File: src/rtl/alu_issuer.sv
// rtl/alu_issuer.sv - issues one command at a time to an external combinational ALU
// and holds the captured result until the consumer accepts it.
module alu_issuer #(
  parameter int CNT_W  = 8,
  parameter int ACC_EN = 1
) (
  input  logic             clk,
  input  logic             rst,
  input  logic             cmd_valid,
  output logic             cmd_ready,
  input  logic [2:0]       cmd_op,
  input  logic [7:0]       cmd_a,
  input  logic [7:0]       cmd_b,
  input  logic             cmd_acc,
  output logic [7:0]       alu_a,
  output logic [7:0]       alu_b,
  output logic [2:0]       alu_sel,
  input  logic [7:0]       alu_out,
  output logic             rsp_valid,
  input  logic             rsp_ready,
  output logic [7:0]       rsp_data,
  output logic             rsp_zero,
  output logic [CNT_W-1:0] op_count
);

  typedef enum logic [1:0] {
    IDLE = 2'd0,
    EXEC = 2'd1,
    RESP = 2'd2
  } state_t;

  state_t           state_q;
  logic [7:0]       alu_a_q, alu_b_q;
  logic [2:0]       alu_sel_q;
  logic [7:0]       rsp_data_q;
  logic             rsp_zero_q;
  logic             rsp_valid_q;
  logic [7:0]       acc_q;
  logic [CNT_W-1:0] op_count_q;

  logic [7:0]       alu_a_d;
  logic [CNT_W-1:0] op_count_d;

  assign alu_a_d    = ((ACC_EN != 0) && cmd_acc) ? acc_q : cmd_a;
  assign op_count_d = op_count_q + 1'b1;

  always_ff @(posedge clk or posedge rst) begin
    if (rst) begin
      state_q     <= IDLE;
      alu_a_q     <= 8'h00;
      alu_b_q     <= 8'h00;
      alu_sel_q   <= 3'd0;
      rsp_data_q  <= 8'h00;
      rsp_zero_q  <= 1'b0;
      rsp_valid_q <= 1'b0;
      acc_q       <= 8'h00;
      op_count_q  <= '0;
    end else begin
      case (state_q)
        IDLE: begin
          if (cmd_valid) begin
            alu_a_q   <= alu_a_d;
            alu_b_q   <= cmd_b;
            alu_sel_q <= cmd_op;
            state_q   <= EXEC;
          end
        end
        EXEC: begin
          // The ALU has had a full cycle to settle on the registered operands.
          rsp_data_q  <= alu_out;
          acc_q       <= alu_out;
          rsp_zero_q  <= (alu_out == 8'h00);
          rsp_valid_q <= 1'b1;
          state_q     <= RESP;
        end
        RESP: begin
          if (rsp_ready) begin
            rsp_valid_q <= 1'b0;
            op_count_q  <= op_count_d;
            state_q     <= IDLE;
          end
        end
        default: begin
          rsp_valid_q <= 1'b0;
          state_q     <= IDLE;
        end
      endcase
    end
  end

  // Depends only on state and reset, never on rsp_ready.
  assign cmd_ready = (state_q == IDLE) && !rst;

  assign alu_a     = alu_a_q;
  assign alu_b     = alu_b_q;
  assign alu_sel   = alu_sel_q;
  assign rsp_valid = rsp_valid_q;
  assign rsp_data  = rsp_data_q;
  assign rsp_zero  = rsp_zero_q;
  assign op_count  = op_count_q;

endmodule
File: config.mk
export PLATFORM = sky130hd
export DESIGN_NAME = alu_issuer
export DESIGN_NICKNAME = d
export VERILOG_FILES = /design/src/rtl/alu_issuer.sv
export SDC_FILE = /design/constraint.sdc
export NUM_CORES = 1
export LEC_CHECK = 0
export BUFFER_PORTS_ARGS = -buffer_cell sky130_fd_sc_hd__clkbuf_2
export CORE_ASPECT_RATIO = 2
export CORE_UTILIZATION = 46
export DETAILED_ROUTE_END_ITERATION = 10
export GPL_TIMING_DRIVEN = 0
export PLACE_DENSITY = 0.78
export SETUP_SLACK_MARGIN = 0.5
export SYNTH_ARGS = -nofsm -noshare
export SYNTH_HDL_FRONTEND = slang
export SYNTH_SLANG_ARGS = --single-unit
File: constraint.sdc
create_clock -name clk -period 1.85 [get_ports clk]
set_input_delay 0.555 -clock clk [delete_from_list [all_inputs] [get_ports clk]]
set_output_delay 0.555 -clock clk [all_outputs]
set_load 0.005 [all_outputs]
==> results.toml <==
[sta]
rsz0062_at_grt = "true"
max_slew.worst_pin.slew_ns = 0.823
finalHoldViolations = 0
final_max_slew_viol_count = 0
slew_headroom = 0.450
fin_tns_setup_ns = 0
fin_crit_ns = 1.53
setup_viol = 0
hold_ws_ns = 0.425
fmax_mhz = 655
finClkSkew_ns = 0.00798
final.period_utilization = 0.826

[placement]
place_congestion = 0.760
port_buffers = 68
hpwl_um = 2600

[route]
drt_iter0_drc = 22
first_pass_iters = 8
post-route-drc-count = 2
vias_per_cell = 5.14
met2WireLength_um = 2290
highest_layer = "met4"
wl_per_cell_um = 15.0
dr_total_vias = 1389
met1_length_um = 1450
ant_nets = 0
routed_wl_um = 4050
route.met3.wl_um = 174

[clock_network]
cts_buffer_depth = 2
cts_buffers = 5
clkLatencyLatePin_ns = 0.28
clock_sinks = 39
cts-root-buf = "clkbuf_8"
cts_tree = "yes"
htreeDepth = 2
path_clk_slew_ns = 0.07

[power_and_ir_drop]
static-leakage-power_nw = 1.28
vdd_ir_drop_max_mv = 1.11
power.density_nw_per_um2 = 1560

[synthesis]
synthTopCellsByArea = "dfrtp_1 60%, mux2_2 12%, mux2i_1 4.9%"
synth_warnings = 0
ys_types = 25
synth_seq_cells = 39
synth_top_area_cell = "dfrtp_1"
netlist_instances = 122
postSynthNetCount = 155
synth-seq-area-share = 0.600
synth_top_area_share = 0.600
avgSynthCellArea_um2 = 13.3
syn-cell-area_um2 = 1630

[min_path]
hold_path.class = "input port to asynchronous set/reset pin"

[setup_path]
reg2reg_to = "alu_b[3]"
crit_type = "flop to output port"
rr_worst_depth = 5
required_ns = 1.29
rrSetupSlack_ns = 0.34
worstSetupStartpointType = "flop"
crit_arrival_ns = 0.97
worstPathMaxFanout = 2
timing.rr.start = "state_q[1]"
end_kind = "output port"

[global_routing]
grt-ovfl-total = 0
grt_pass1_wl_um = 6180
grtUsageTotal = 0.222
grt_max_degree = 40
antenna_found_initial = 0
grt_pass1_vias = 1412

[die]
initial_core_util = 0.481
die_y_um = 86.1
rows = 30
io_pins = 70
dieArea_um2 = 3790
core_um2 = 3380
die_x_um = 44.0

[cells_and_area]
syn2layout_area_growth_pct = 51.7
final_common_cell = "clkbuf_2"
drive_gt1_frac = 0.618
nets = 270
n_antenna_cell = 0
fill_cells = 240
layout_common_cells = "67 x clkbuf_2, 36 x dfrtp_1, 36 x buf_4"

[run_status]
violations = "design-rule violations"
status = "finished with violations"

[job]
drv_cap = 0
stage by stage:
stage | cell area [um^2] | instances | utilization | total power, mW | setup slack [ns]
finish | 2470 | 270 | 0.730 | 3.85 | 0.322
global route | 2470 | 270 | 0.730 | 4.09 | 0.291
CTS | 2330 | 255 | 0.689 | 3.64 | 0.307
detailed placement | 2010 | 222 | 0.595 | 2.71 | 0.268
global placement | 2010 | 222 | 0.595 | 2.64 | 0.258
floorplan | 1630 | 122 | - | 2.14 | 0.439
how the worst max path moves through the flow:
stage	start	to	cells past startpoint
2_1_floorplan	cmd_valid	alu_b[7]	4
3_3_place_gp	cmd_valid	alu_b[7]	5
3_5_place_dp	cmd_valid	alu_sel[0]	5
4_1_cts	state_q[0]	cmd_ready	2
5_1_grt	state_q[1]	cmd_ready	2
6_report	state_q[1]	cmd_ready	2
logic make-up (layout without fill, tap and decap cells):
family,Yosys count,in the layout,share of synthesized area
buffers and inverters,7,123,0.0300
flip-flops,39,39,0.600
adder cells (fa/ha/maj),1,1,0.00770
multiplexers,28,28,0.195
XOR/XNOR,7,7,0.0377
AND/OR/NAND/NOR,28,28,0.0893
AO/OA/AOI/OAI,12,12,0.0400
state kept, by name (all words and copies together), names as in the netlist:
name,flops
op_count,8
state_q,2
alu_b,8
rsp_valid,1
rsp_zero,1
alu_sel,3
alu_a,8
acc_q,8
routing by layer:
| layer | vias up | track usage |
|---|---|---|
| met1 | 671 | 0.241 |
| met4 | 0 | 0.0992 |
| met3 | 12 | 0.0505 |
| li1 | 657 | - |
| met5 | - | 0 |
| met2 | 49 | 0.392 |
critical path: stages (launching register included):
cell     delay (ns)
dfrtp_2        0.42
nor3_2         0.14
buf_2          0.13
synth_stat cells:
| cell | n |
|---|---|
| ha_1 | 1 |
| buf_6 | 2 |
| nor2b_1 | 1 |
| nor3b_2 | 1 |
| nand4b_1 | 2 |
| clkbuf_1 | 1 |
| xor2_1 | 5 |
| buf_4 | 2 |
| mux2_2 | 17 |
| nor4_1 | 2 |
| mux2_4 | 3 |
| a21o_1 | 1 |
| mux2i_1 | 8 |
| nor2_1 | 12 |
| nand2_1 | 3 |
| o21ai_0 | 2 |
| a21oi_1 | 8 |
| xnor2_1 | 2 |
| o21a_1 | 1 |
| dfrtp_1 | 39 |
| nand3_1 | 1 |
| inv_1 | 2 |
| nand3b_1 | 1 |
| nand4_1 | 2 |
| nor3_1 | 3 |
what timing repair did:
| item | 4_1_cts | 5_1_grt |
|---|---|---|
| cloned | 1 | 0 |
| setup buffers | 24 | 15 |
| hold buffers | 0 | 0 |
| setup endpoints to repair | 37 | 63 |
| pin swaps | 4 | 7 |
| resized for setup | 12 | 8 |
final cells by class:
cell class	count	area, um^2	share of cell area
clock inverters	1	5.00	0.00203
clock buffers	7	76.3	0.0309
flip-flops and latches	39	980	0.397
multi-input cells	76	633	0.257
well taps	32	40.0	0.0162
inverters	2	11.3	0.00457
repair buffers	108	664	0.269
plain buffers	5	56.3	0.0228
where the power goes:
group	total [mW]	internal (mW)	switching, mW
Sequential	1.45	1.23	0.219
Clock	0.536	0.264	0.272
Combinational	1.86	1.14	0.717
No activity file was read; power rests on OpenSTA's default activity.
